==> config.mk <==
export PLATFORM = sky130hd
export DESIGN_NAME = vga_sprite_overlay_flat
export DESIGN_NICKNAME = d
export VERILOG_FILES = /design/src/rtl/vga_sprite_overlay_if.sv /design/src/rtl/vga_sprite_overlay.sv /design/src/flat_wrapper.sv
export SDC_FILE = /design/constraint.sdc
export NUM_CORES = 1
export LEC_CHECK = 0
export ABC_AREA = 0
export CAP_MARGIN = 20
export CORE_MARGIN = 2
export CORE_UTILIZATION = 53
export DETAILED_ROUTE_END_ITERATION = 8
export PLACE_DENSITY = 0.82
export SETUP_SLACK_MARGIN = 0.02
export SLEW_MARGIN = 20
export SYNTH_ARGS = -nofsm -noshare
export SYNTH_HDL_FRONTEND = slang
export SYNTH_SLANG_ARGS = --single-unit
==> constraint.sdc <==
create_clock -name clk25 -period 4.2 [get_ports clk25]
set_input_delay 0.42 -clock clk25 [delete_from_list [all_inputs] [get_ports clk25]]
set_output_delay 0.42 -clock clk25 [all_outputs]
set_load 0.02 [all_outputs]
==> src/rtl/vga_sprite_overlay_if.sv <==
// Pixel-domain bus between the raster source and the sprite overlay stage.
// The master side drives raster coordinates, background colour and the move
// enable. The slave side returns the overlaid colour and sprite status.
interface vga_sprite_overlay_if;
  logic [9:0]  hcount;
  logic [9:0]  vcount;
  logic [11:0] bg_colour;
  logic        move_en;
  logic [11:0] colour_out;
  logic        frame_tick;
  logic        bounce;
  logic [9:0]  sprite_x;
  logic [9:0]  sprite_y;

  modport master (
    output hcount, vcount, bg_colour, move_en,
    input  colour_out, frame_tick, bounce, sprite_x, sprite_y
  );

  modport slave (
    input  hcount, vcount, bg_colour, move_en,
    output colour_out, frame_tick, bounce, sprite_x, sprite_y
  );
endinterface

==> src/rtl/vga_sprite_overlay.sv <==
// Bouncing square sprite overlaid on the background pixel stream.
// Position moves once per frame, at the first blanked line. The colour path
// is registered with one cycle of latency.
module vga_sprite_overlay #(
  parameter int unsigned HREZ        = 640,
  parameter int unsigned VREZ        = 480,
  parameter int unsigned BOX         = 32,
  parameter int unsigned SPEED       = 2,
  parameter int unsigned X0          = 100,
  parameter int unsigned Y0          = 60,
  parameter logic [11:0] BOX_COLOUR  = 12'hFF0,
  parameter logic [11:0] EDGE_COLOUR = 12'h000
) (
  input logic                  clk25,
  input logic                  rst_n,
  vga_sprite_overlay_if.slave  pix
);

  localparam logic [10:0] HrezW = 11'(HREZ);
  localparam logic [10:0] VrezW = 11'(VREZ);
  localparam logic [10:0] BoxW  = 11'(BOX);
  localparam logic [10:0] SpdW  = 11'(SPEED);
  localparam logic [10:0] XMaxW = 11'(HREZ - BOX);
  localparam logic [10:0] YMaxW = 11'(VREZ - BOX);

  // Direction flags: 0 = increasing, 1 = decreasing.
  logic [9:0]  sprite_x_q, sprite_x_d;
  logic [9:0]  sprite_y_q, sprite_y_d;
  logic        dir_x_q, dir_x_d;
  logic        dir_y_q, dir_y_d;
  logic [11:0] colour_q, colour_d;
  logic        tick_q, tick_d;
  logic        bounce_q, bounce_d;

  logic        update;
  logic        refl_x, refl_y;
  logic [10:0] h11, v11, x11, y11, x_end, y_end;
  logic        in_active, in_box, on_edge;

  // Position and direction update on the first blanked line only.
  always_comb begin
    sprite_x_d = sprite_x_q;
    sprite_y_d = sprite_y_q;
    dir_x_d    = dir_x_q;
    dir_y_d    = dir_y_q;
    refl_x     = 1'b0;
    refl_y     = 1'b0;
    x11        = {1'b0, sprite_x_q};
    y11        = {1'b0, sprite_y_q};
    update     = (pix.hcount == 10'd0) && ({1'b0, pix.vcount} == VrezW);

    if (update && pix.move_en) begin
      if (!dir_x_q) begin
        if (x11 + SpdW >= XMaxW) begin
          sprite_x_d = XMaxW[9:0];
          dir_x_d    = 1'b1;
          refl_x     = 1'b1;
        end else begin
          sprite_x_d = sprite_x_q + SpdW[9:0];
        end
      end else begin
        if (x11 <= SpdW) begin
          sprite_x_d = 10'd0;
          dir_x_d    = 1'b0;
          refl_x     = 1'b1;
        end else begin
          sprite_x_d = sprite_x_q - SpdW[9:0];
        end
      end

      if (!dir_y_q) begin
        if (y11 + SpdW >= YMaxW) begin
          sprite_y_d = YMaxW[9:0];
          dir_y_d    = 1'b1;
          refl_y     = 1'b1;
        end else begin
          sprite_y_d = sprite_y_q + SpdW[9:0];
        end
      end else begin
        if (y11 <= SpdW) begin
          sprite_y_d = 10'd0;
          dir_y_d    = 1'b0;
          refl_y     = 1'b1;
        end else begin
          sprite_y_d = sprite_y_q - SpdW[9:0];
        end
      end
    end

    tick_d   = update;
    bounce_d = refl_x | refl_y;
  end

  // Pixel colour selection; 11-bit compares so sprite_x+BOX never wraps.
  always_comb begin
    h11       = {1'b0, pix.hcount};
    v11       = {1'b0, pix.vcount};
    x_end     = {1'b0, sprite_x_q} + BoxW;
    y_end     = {1'b0, sprite_y_q} + BoxW;
    in_active = (h11 < HrezW) && (v11 < VrezW);
    in_box    = (h11 >= {1'b0, sprite_x_q}) && (h11 < x_end) &&
                (v11 >= {1'b0, sprite_y_q}) && (v11 < y_end);
    on_edge   = (h11 == {1'b0, sprite_x_q}) || (h11 == x_end - 11'd1) ||
                (v11 == {1'b0, sprite_y_q}) || (v11 == y_end - 11'd1);
    colour_d  = 12'h000;
    if (in_active) begin
      if (in_box) begin
        colour_d = on_edge ? EDGE_COLOUR : BOX_COLOUR;
      end else begin
        colour_d = pix.bg_colour;
      end
    end
  end

  // State register with synchronous active-low reset.
  always_ff @(posedge clk25) begin
    if (!rst_n) begin
      sprite_x_q <= 10'(X0);
      sprite_y_q <= 10'(Y0);
      dir_x_q    <= 1'b0;
      dir_y_q    <= 1'b0;
      colour_q   <= 12'h000;
      tick_q     <= 1'b0;
      bounce_q   <= 1'b0;
    end else begin
      sprite_x_q <= sprite_x_d;
      sprite_y_q <= sprite_y_d;
      dir_x_q    <= dir_x_d;
      dir_y_q    <= dir_y_d;
      colour_q   <= colour_d;
      tick_q     <= tick_d;
      bounce_q   <= bounce_d;
    end
  end

  assign pix.colour_out = colour_q;
  assign pix.frame_tick = tick_q;
  assign pix.bounce     = bounce_q;
  assign pix.sprite_x   = sprite_x_q;
  assign pix.sprite_y   = sprite_y_q;

endmodule

==> src/flat_wrapper.sv <==
// flat-port wrapper written by rule: the top's interface ports become plain ports
module vga_sprite_overlay_flat 
#(
  parameter int unsigned HREZ        = 640,
  parameter int unsigned VREZ        = 480,
  parameter int unsigned BOX         = 32,
  parameter int unsigned SPEED       = 2,
  parameter int unsigned X0          = 100,
  parameter int unsigned Y0          = 60,
  parameter logic [11:0] BOX_COLOUR  = 12'hFF0,
  parameter logic [11:0] EDGE_COLOUR = 12'h000
)
  (clk25, rst_n, pix_hcount, pix_vcount, pix_bg_colour, pix_move_en, pix_colour_out, pix_frame_tick, pix_bounce, pix_sprite_x, pix_sprite_y);
  vga_sprite_overlay_if pix_i ();
  input logic clk25;
  input logic rst_n;
  input wire logic [$bits(pix_i.hcount)-1:0] pix_hcount;
  input wire logic [$bits(pix_i.vcount)-1:0] pix_vcount;
  input wire logic [$bits(pix_i.bg_colour)-1:0] pix_bg_colour;
  input wire logic [$bits(pix_i.move_en)-1:0] pix_move_en;
  output wire logic [$bits(pix_i.colour_out)-1:0] pix_colour_out;
  output wire logic [$bits(pix_i.frame_tick)-1:0] pix_frame_tick;
  output wire logic [$bits(pix_i.bounce)-1:0] pix_bounce;
  output wire logic [$bits(pix_i.sprite_x)-1:0] pix_sprite_x;
  output wire logic [$bits(pix_i.sprite_y)-1:0] pix_sprite_y;
  assign pix_i.hcount = pix_hcount;
  assign pix_i.vcount = pix_vcount;
  assign pix_i.bg_colour = pix_bg_colour;
  assign pix_i.move_en = pix_move_en;
  assign pix_colour_out = pix_i.colour_out;
  assign pix_frame_tick = pix_i.frame_tick;
  assign pix_bounce = pix_i.bounce;
  assign pix_sprite_x = pix_i.sprite_x;
  assign pix_sprite_y = pix_i.sprite_y;
  vga_sprite_overlay #(.HREZ(HREZ), .VREZ(VREZ), .BOX(BOX), .SPEED(SPEED), .X0(X0), .Y0(Y0), .BOX_COLOUR(BOX_COLOUR), .EDGE_COLOUR(EDGE_COLOUR)) u_core (.clk25(clk25), .rst_n(rst_n), .pix(pix_i));
endmodule
## Word-level counts from Yosys, hierarchy flattened

Cells that the tools add are included.

| word-level totals | value |
|---|---|
| register bits | 36 |
| input port bits | 35 |
| output and inout bits | 34 |

| operators by class | value |
|---|---|
| multiplexer cells | 20 |
| reduce and logical (&&, ||, !) cells | 11 |
| bitwise operators | 1 |
| equality and inequality tests | 5 |
| $add $sub $neg | 10 |
| magnitude comparators | 10 |

Operator list:

| operator | count |
|---|---|
| 2-to-1 mux 10 bit | 6 |
| 2-to-1 mux 12 bit | 2 |
| adder 10 x 2 -> 11 bit, second input constant | 2 |
| adder 10 x 6 -> 11 bit, second input constant | 2 |
| == test 10 x 11 -> 1 bit | 2 |
| less-than comparator 10 x 11 -> 1 bit | 2 |
| subtractor 11 x 1 -> 11 bit, second input constant | 2 |
| adder 10 x 2 -> 10 bit, second input constant | 2 |
| == test 10 bit | 2 |
| >= comparator 10 bit | 2 |
| less-or-equal comparator 10 x 2 -> 1 bit, second input constant | 2 |
| subtractor 10 x 2 -> 10 bit, second input constant | 2 |
| 2-to-1 mux 1 bit | 12 |
| >= comparator 11 x 10 -> 1 bit, second input constant | 1 |
| >= comparator 11 x 9 -> 1 bit, second input constant | 1 |
| == test 10 x 9 -> 1 bit, second input constant | 1 |
| logical NOT 10 bit | 1 |
| less-than comparator 10 bit, second input constant | 1 |
| less-than comparator 10 x 9 -> 1 bit, second input constant | 1 |
| logical AND 1 bit | 6 |
| logical OR 1 bit | 3 |
| AND reduction 2 bit | 1 |
| bitwise OR 1 bit | 1 |

## Depth between registers and ports, before layout

Gate-level depths: netlist of run 1.

| depth | value |
|---|---|
| depth after elaboration | 8 |
| depth in mapped cells | 13 |

## Worst setup path before layout of run 1

OpenSTA, ideal clock, no wires.

| timing | value |
|---|---|
| path kind | reg2reg |
| start point | register u_core.sprite_x_q[5] (netlist: u_core.pix.sprite_x[5]) |
| end point | register u_core.colour_q[10] (netlist: u_core.pix.colour_out[10]) |
| cell stages (with the launch flop) | 14 |
| setup slack | 0.804 ns |
| data required time | 4.142 ns |
| path buffers | 2 |
| library setup time | 0.058 ns |
| data arrival time | 3.337 ns |
| period minus slack after synthesis | 3.396 ns |
| cells stage by stage | dfxtp_1 > buf_1 > clkinv_1 > ha_1 > inv_1 > ha_1 > nand3b_1 > a31oi_1 > a2111oi_0 > or3_2 > o2111ai_1 > and2_2 > clkbuf_2 > a21o_1 |

| on the way | value |
|---|---|
| longest elaborated chain between the ends | 8 |
| elaborated cells on any way between the ends | 14 |

RTL lines:

| element | RTL line | text |
|---|---|---|
| start, declared | vga_sprite_overlay.sv:27 | `logic [9:0] sprite_x_q, sprite_x_d;` |
| start signal, assigned | vga_sprite_overlay.sv:118 | `sprite_x_q <= 10'(X0);` |
| start signal, assigned | vga_sprite_overlay.sv:126 | `sprite_x_q <= sprite_x_d;` |
| adder 10 x 6 -> 11 bit | vga_sprite_overlay.sv:98 | `x_end = {1'b0, sprite_x_q} + BoxW;` |
| subtractor 11 x 1 -> 11 bit | vga_sprite_overlay.sv:103 | `on_edge = (h11 == {1'b0, sprite_x_q}) \|\| (h11 == x_end - 11'd1) \|\|` |
| == test 10 x 11 -> 1 bit | vga_sprite_overlay.sv:103 |  |
| logical OR 1 bit (2 in series) | vga_sprite_overlay.sv:103 |  |
| logical OR 1 bit | vga_sprite_overlay.sv:104 | `(v11 == {1'b0, sprite_y_q}) \|\| (v11 == y_end - 11'd1);` |
| 2-to-1 mux 12 bit | vga_sprite_overlay.sv:108 | `colour_d = on_edge ? EDGE_COLOUR : BOX_COLOUR;` |
| 2-to-1 mux 12 bit * | vga_sprite_overlay.sv:107 | `if (in_box) begin` |
| end signal, assigned | vga_sprite_overlay.sv:130 | `colour_q <= colour_d;` |
| end, declared | vga_sprite_overlay.sv:31 | `logic [11:0] colour_q, colour_d;` |

Mark *: on every way between the ends. The rest lies on a longest branch, timed or not.
A chain may end at the register's enable or synchronous reset.

## Final worst setup path of run 1

| timing | value |
|---|---|
| start point | register u_core.sprite_y_q[6] (netlist: u_core.pix.sprite_y[6]) |
| end point | register u_core.colour_q[11] (netlist: u_core.pix.colour_out[11]) |

| on the way | value |
|---|---|
| longest elaborated chain between the ends | 6 |
| elaborated cells on any way between the ends | 12 |

RTL lines:

| element | RTL line | text |
|---|---|---|
| start, declared | vga_sprite_overlay.sv:28 | `logic [9:0] sprite_y_q, sprite_y_d;` |
| start signal, assigned | vga_sprite_overlay.sv:119 | `sprite_y_q <= 10'(Y0);` |
| start signal, assigned | vga_sprite_overlay.sv:127 | `sprite_y_q <= sprite_y_d;` |
| adder 10 x 6 -> 11 bit | vga_sprite_overlay.sv:99 | `y_end = {1'b0, sprite_y_q} + BoxW;` |
| subtractor 11 x 1 -> 11 bit | vga_sprite_overlay.sv:104 |  |
| == test 10 x 11 -> 1 bit | vga_sprite_overlay.sv:104 |  |
| logical OR 1 bit | vga_sprite_overlay.sv:104 |  |
| 2-to-1 mux 12 bit | vga_sprite_overlay.sv:108 |  |
| 2-to-1 mux 12 bit * | vga_sprite_overlay.sv:107 |  |

Marks and branches as above.

==> results of run 1 <==
==> final cells by class <==
class	instances	area [sq um]	share of cell area, %
timing repair buffer	71	698.2	16.50
clock buffer	5	68.82	1.626
clock inverter	3	40.04	0.9462
sequential	34	680.7	16.09
tap	77	96.34	2.277
inverter	28	105.1	2.484
multi-input combinational	353	2542	60.08
==> state kept, by name, summed over array words and instances, names as in the netlist <==
register / count
u_core.pix.sprite_y: 9
u_core.dir_x_q: 1
u_core.pix.sprite_x: 9
u_core.pix.colour_out: 12
u_core.pix.bounce: 1
u_core.pix.frame_tick: 1
u_core.dir_y_q: 1
==> critical path, delay by kind of cell, from the launching register on <==
kind	cells	cell delay [ns]
fa+ha+maj	2	0.67
buf+inv	2	0.25
compound gates	5	1.30
simple gates	1	0.55
flops	1	0.55
==> stage by stage <==
step                      hold slack, ns  cells
after floorplan                   0.5069    442
after global placement            0.5364    563
after detailed placement          0.5525    563
after CTS                         0.5636    571
after global routing              0.5851    571
final                             0.5637    571
==> power by group <==
group / internal [uW] / switching [uW] / total, uW
Sequential: 327 / 1.34 / 328
Combinational: 65.8 / 56.8 / 123
Clock: 175 / 124 / 299
Total: 567 / 182 / 750
==> placed cells by master, fill, tap and decap left out, types with 12 or more instances in the layout <==
cell              n
xnor2_1          31
nor3_1           12
nor2_1           22
nand3_1          30
ha_1             41
clkdlybuf4s50_1  66
dfxtp_1          34
inv_1            26
o21ai_0          28
a21oi_1          26
nand2_1          23
a21o_1           15
==> how the worst max path moves through the flow <==
| stage | cells past startpoint | slack [ns] | to |
|---|---|---|---|
| after global placement | 9 | 1.09 | u_core.pix.colour_out[5] |
| after global routing | 10 | 0.55 | u_core.pix.colour_out[11] |
| final | 10 | 0.81 | u_core.pix.colour_out[11] |
| after CTS | 10 | 0.84 | u_core.pix.colour_out[11] |
| after detailed placement | 10 | 0.91 | u_core.pix.colour_out[11] |
| after floorplan | 13 | 0.80 | u_core.pix.colour_out[10] |
==> metal layers <==
metal	vias to the layer above	part of all wire (%)	wire [um]
li1	1743	-	-
met1	1701	40	4103
met2	146	51	5230
met3	37	4.8	490
met4	0	4.1	420
met5	-	0	0
==> cells in the mapped netlist (3+ instances only) <==
library cell	count	area share, %
nor3_1	12	1.7
a211oi_1	3	0.65
nand2_1	23	2.5
a2111oi_0	3	0.76
and3_1	10	1.8
clkbuf_2	3	0.43
a41oi_1	3	0.76
buf_4	3	0.65
o21a_1	3	0.65
nor3b_1	3	0.65
xor2_1	4	1.0
o211ai_1	4	0.87
and4_1	3	0.76
nor4_1	6	1.1
clkbuf_1	16	1.7
dfxtp_1	34	20
nor4b_1	4	1.0
a31oi_1	4	0.73
xnor2_1	31	7.9
o31ai_1	6	1.3
inv_1	26	2.8
nand4_1	10	1.8
a221oi_1	7	1.8
o2111ai_1	5	1.3
o21ai_0	28	4.1
nand3_1	30	4.4
a21o_1	15	3.3
nor2_1	22	2.4
ha_1	41	15
a21oi_1	26	3.8
==> logic make-up (layout without fill, tap and decap cells) <==
family / count (synthesis) / in the layout / synth area share (%)
flops: 34 / 34 / 19.72
simple gates: 146 / 146 / 23.57
fa+ha+maj: 41 / 41 / 14.87
xor+xnor: 36 / 36 / 9.536
buf+inv: 55 / 107 / 6.707
compound gates: 125 / 125 / 24.58
other cells: 1 / 2 / 0.1087
mux: 3 / 3 / 0.9065
==> results.py, run 1 <==
metrics = {
    "setup_path": {
        "ff2ff_setup_slack_ns": 0.81,
        "worstReg2RegStart": "u_core.pix.sprite_y[6]",
        "rr_worst_depth": 10,
        "critPathCaptureType": "flip-flop",
        "critPathLaunch": "u_core.pix.sprite_y[6]",
        "worstPathArrival_ns": 3.62,
        "critPathLaunchType": "flip-flop",
        "timing.rr.end": "u_core.pix.colour_out[11]",
        "cp.required_ns": 4.43,
        "crit_type": "flip-flop to flip-flop",
        "path_cells": "inv_1 -> ha_1 -> inv_1 -> ha_1 -> a21o_1 -> a2111oi_0 -> a21o_2 -> o2111ai_1 -> nor3_2 -> a21o_1",
        "max_stage_delay_ns": 0.55,
        "cp_max_fo": 11,
        "cpMaxStageDelayCell": "dfxtp_1",
    },
    "global_routing": {
        "grt_usage_pct": 28.34,
        "grt_max_degree": 23,
        "grt_pass1_wl_um": 16680,
        "globalRouteOverflowTotal": 0,
        "grt.met3_usage_pct": 4.228,
        "use_met2_pct": 51.68,
        "grt_pass1_vias": 3590,
        "busiest_layer": "met2",
        "grt_use_met1_pct": 32.19,
        "antenna_found_initial": 0,
    },
    "clocking": {
        "cts_buffers": 5,
        "cts.clk_slew.worst_paths_ns": 0.07,
        "root_buffer": "clkbuf_8",
        "postCtsSetupBuffers": 0,
        "cts_sinks": 34,
        "cts_max_level": 2,
        "ctsHoldBuffers": 0,
        "cts_resized": 0,
        "clockBufferDepth": 2,
        "worstSkewPairLatency_ns": 0.29,
        "cts_tree": "yes",
    },
    "yosys": {
        "ys_ff_latch": 34,
        "syn_area_sq_mm": 0.003451,
        "synth_ff_type": "dfxtp_1",
        "avgSynthCellArea_sq_um": 7.825,
        "syn_inst": 441,
        "ys_warn_count": 0,
        "synth_cell_types": 70,
        "synth_edf_count": 0,
        "synthArstFlopShare_pct": 0,
        "ys_seq_area_share_pct": 19.72,
    },
    "drt": {
        "via_per_inst": 6.352,
        "drc": 0,
        "drtPass1Iterations": 6,
        "wl_um": 10250,
        "dr.first_iter.drc_count": 192,
        "ant_nets": 0,
        "vias": 3627,
        "wl_per_cell_um": 17.94,
    },
    "sta": {
        "fin_setup_tns_ns": 0,
        "layout_setup_ws_ns": 0.8093,
        "final_hold_viol_count": 0,
        "tightest_slew_ns": 0.8296,
        "max_freq_mhz": 294.9,
        "grt_setup_unrepaired": "no",
        "fin_crit_ns": 3.391,
        "fin_crit_sh_pct": 80.73,
        "slew_viol_final": 0,
        "setup_viol": 0,
        "worst_clock_skew_ns": 0.009339,
        "slew_headroom_pct": 44.54,
    },
    "pwr": {
        "totalPowerFinal_uw": 749.7,
        "power.leakage_uw": 0.001672,
        "powerDensity_mw_per_mm2": 177.2,
        "peakVddDrop_mv": 0.2201,
    },
    "floorplanning": {
        "die-width_um": 84.69,
        "ioPinCount": 69,
        "start_util_pct": 54.66,
        "dieHeight_um": 84.69,
        "num_rows": 29,
        "die-area_sq_mm": 0.007172,
        "core_sq_mm": 0.006314,
    },
    "placed_design": {
        "place_area_sq_mm": 0.004123,
        "dpl.hpwl_um": 7914,
        "io_buffers": 66,
        "place_congestion": 0.9508,
        "place_ws_ns": 0.9121,
    },
    "cells_and_area": {
        "fin_area_sq_mm": 0.004232,
        "final_core_util_pct": 67.02,
        "fill_cells": 547,
        "diodes": 0,
        "drive_above_1_share_pct": 6.073,
        "nets": 569,
        "areaGrowthSynthToFinish_pct": 22.63,
    },
    "worst_hold_path": {
        "hold_path.startpoint": "u_core.dir_x_q",
        "hold_class": "flip-flop to flip-flop",
        "holdPathStages": 2,
        "min_to": "u_core.dir_x_q",
    },
    "flow_run": {
        "maxCapViolCount": 0,
    },
    "outcome": {
        "status": "finished clean",
    },
}
(Power assumes the default switching activity.)
==> run 2, diff against run 1 <==
- clock period: 4.2 -> 3.2 ns (I/O delays scaled with it)
==> run 2 against run 1 <==
Against the previous run:
- sequential share of layout area shrank 0.45 points
- cell count is 3.3% higher
- worst hold slack barely moved
- routed wire length rose by 7.9%
- maximum frequency increased by 12%
- clock power rose by 1%
- register-to-register slack lost 0.64 ns
- combinational power up 37%
- count of clock-buffer cells in the layout is the same
- die area did not move
- core utilization rose by 2.0 points
- largest cell class unchanged
- highest routed layer unchanged
==> results.py, run 2 (synthesis gave the netlist of run 1 again) <==
metrics = {
    "cells_and_area": {
        "nets": 589,
        "final_common_cell": "clkdlybuf4s50_1",
        "areaGrowthSynthToFinish_pct": 26.36,
        "final_cell_mix": "clkdlybuf4s50_1, ha_1, dfxtp_1",
        "fill_cells": 522,
        "largest_reg_flops": 12,
        "final_core_util_pct": 69.06,
        "diodes": 0,
        "drive_above_1_share_pct": 9.747,
    },
    "clocking": {
        "cts_max_level": 2,
        "clockBufferDepth": 2,
        "cts_tree": "yes",
        "cts_sinks": 34,
        "cts.clk_slew.worst_paths_ns": 0.07,
        "worstSkewPairLatency_ns": 0.29,
        "cts_buffers": 5,
        "root_buffer": "clkbuf_8",
        "postCtsSetupBuffers": 0,
    },
    "pwr": {
        "intPower_uw": 664.5,
        "swShare_pct": 26.31,
        "power.leakage_uw": 0.001759,
        "combPwrFrac_pct": 18.6,
        "powerDensity_mw_per_mm2": 206.8,
        "power_frac_clock_pct": 33.6,
        "totalPowerFinal_uw": 901.8,
        "p_sw_uw": 237.2,
        "seqPwrFrac_pct": 47.8,
        "peakVddDrop_mv": 0.2622,
    },
    "outcome": {
        "status": "finished clean",
    },
    "global_routing": {
        "antenna_found_initial": 0,
        "globalRouteOverflowTotal": 0,
        "grt_usage_pct": 30.88,
        "grt_max_degree": 21,
        "grt_pass1_vias": 3674,
        "grt_pass1_wl_um": 18000,
    },
    "floorplanning": {
        "num_rows": 29,
        "dieHeight_um": 84.69,
        "core_sq_mm": 0.006314,
        "die-area_sq_mm": 0.007172,
        "die-width_um": 84.69,
        "start_util_pct": 54.66,
        "ioPinCount": 69,
    },
    "sta": {
        "fin_crit_sh_pct": 94.68,
        "hold_slack_ns": 0.5642,
        "max_freq_mhz": 330.1,
        "grt_setup_unrepaired": "no",
        "slew_headroom_pct": 50.90,
        "fin_crit_ns": 3.030,
        "fin_setup_tns_ns": 0,
        "slew_viol_final": 0,
        "final_hold_viol_count": 0,
        "setup_viol": 0,
        "tightest_slew_ns": 0.7298,
        "worst_clock_skew_ns": 0.006937,
    },
    "drt": {
        "vias": 3741,
        "wl_per_cell_um": 18.73,
        "dr.first_iter.drc_count": 299,
        "drc": 0,
        "via_per_inst": 6.341,
        "wl_um": 11050,
        "ant_nets": 0,
        "drtPass1Iterations": 6,
    },
    "setup_path": {
        "cp.required_ns": 3.38,
        "critPathLaunchType": "flip-flop",
        "ff2ff_setup_slack_ns": 0.17,
        "crit_type": "flip-flop to flip-flop",
        "cp_max_fo": 8,
        "critPathCaptureType": "flip-flop",
        "worstPathArrival_ns": 3.21,
    },
    "worst_hold_path": {
        "hold_class": "flip-flop to flip-flop",
    },
    "flow_run": {
        "maxCapViolCount": 0,
    },
    "placed_design": {
        "place_congestion": 0.9810,
        "dpl.hpwl_um": 8669,
        "io_buffers": 66,
    },
}
run 2: worst paths after layout:
path,startpoint,end,cells past startpoint
setup / recovery,u_core.pix.sprite_x[1],u_core.pix.colour_out[4],8
hold / removal,u_core.dir_x_q,u_core.dir_x_q,2
setup reg to reg,u_core.pix.sprite_x[1],u_core.pix.colour_out[4],8
hold reg to reg,u_core.dir_x_q,u_core.dir_x_q,2
run 2: power by group through the flow:
stage,Combinational [uW],Sequential [uW],Clock [uW]
global placement,160,441,0
finish,168,431,303
CTS,165,431,305
floorplan,69.6,448,0
global route,181,431,323
detailed placement,164,441,0
run 2: timing repair:
item / 4_1_cts / 5_1_grt
endpoints found under the hold margin: 0 / 0
endpoints found under the setup margin: 0 / 8
resized for setup: 0 / 2
hold buffers: 0 / 0
run 2: per-stage QoR:
step                instances  cell area, sq um  worst slack (ns)
finish                    590              4360            0.1702
global route              590              4360           0.02939
CTS                       590              4353            0.1379
detailed placement        583              4274            0.1903
global placement          583              4274            0.3358
floorplan                 442              3457           0.08351
run 2: worst max-delay path, stage by stage (launching register included):
cell and delay (ns):
dfxtp_1 0.32, buf_4 0.16, nor4_1 0.66, nand4_1 0.29
xnor2_1 0.21, or3_2 0.43, a2111oi_2 0.52, nor3_4 0.14
a21o_1 0.19
run 2: final cells by class:
| type | count | area [sq um] | area share (%) |
|---|---|---|---|
| inverter | 28 | 105.1 | 2.410 |
| multi-input combinational | 353 | 2550 | 58.48 |
| tap | 77 | 96.34 | 2.209 |
| sequential | 34 | 681.9 | 15.64 |
| timing repair buffer | 91 | 848.3 | 19.45 |
| clock buffer | 5 | 68.82 | 1.578 |
| clock inverter | 2 | 10.01 | 0.2296 |
run 2: per-layer routing:
metal	routed length (um)	vias to the layer above	global-route usage, %
met5	0	-	0
met4	544	0	14.86
met3	707	45	4.916
met2	5449	178	53.61
met1	4352	1744	36.98
li1	-	1774	-
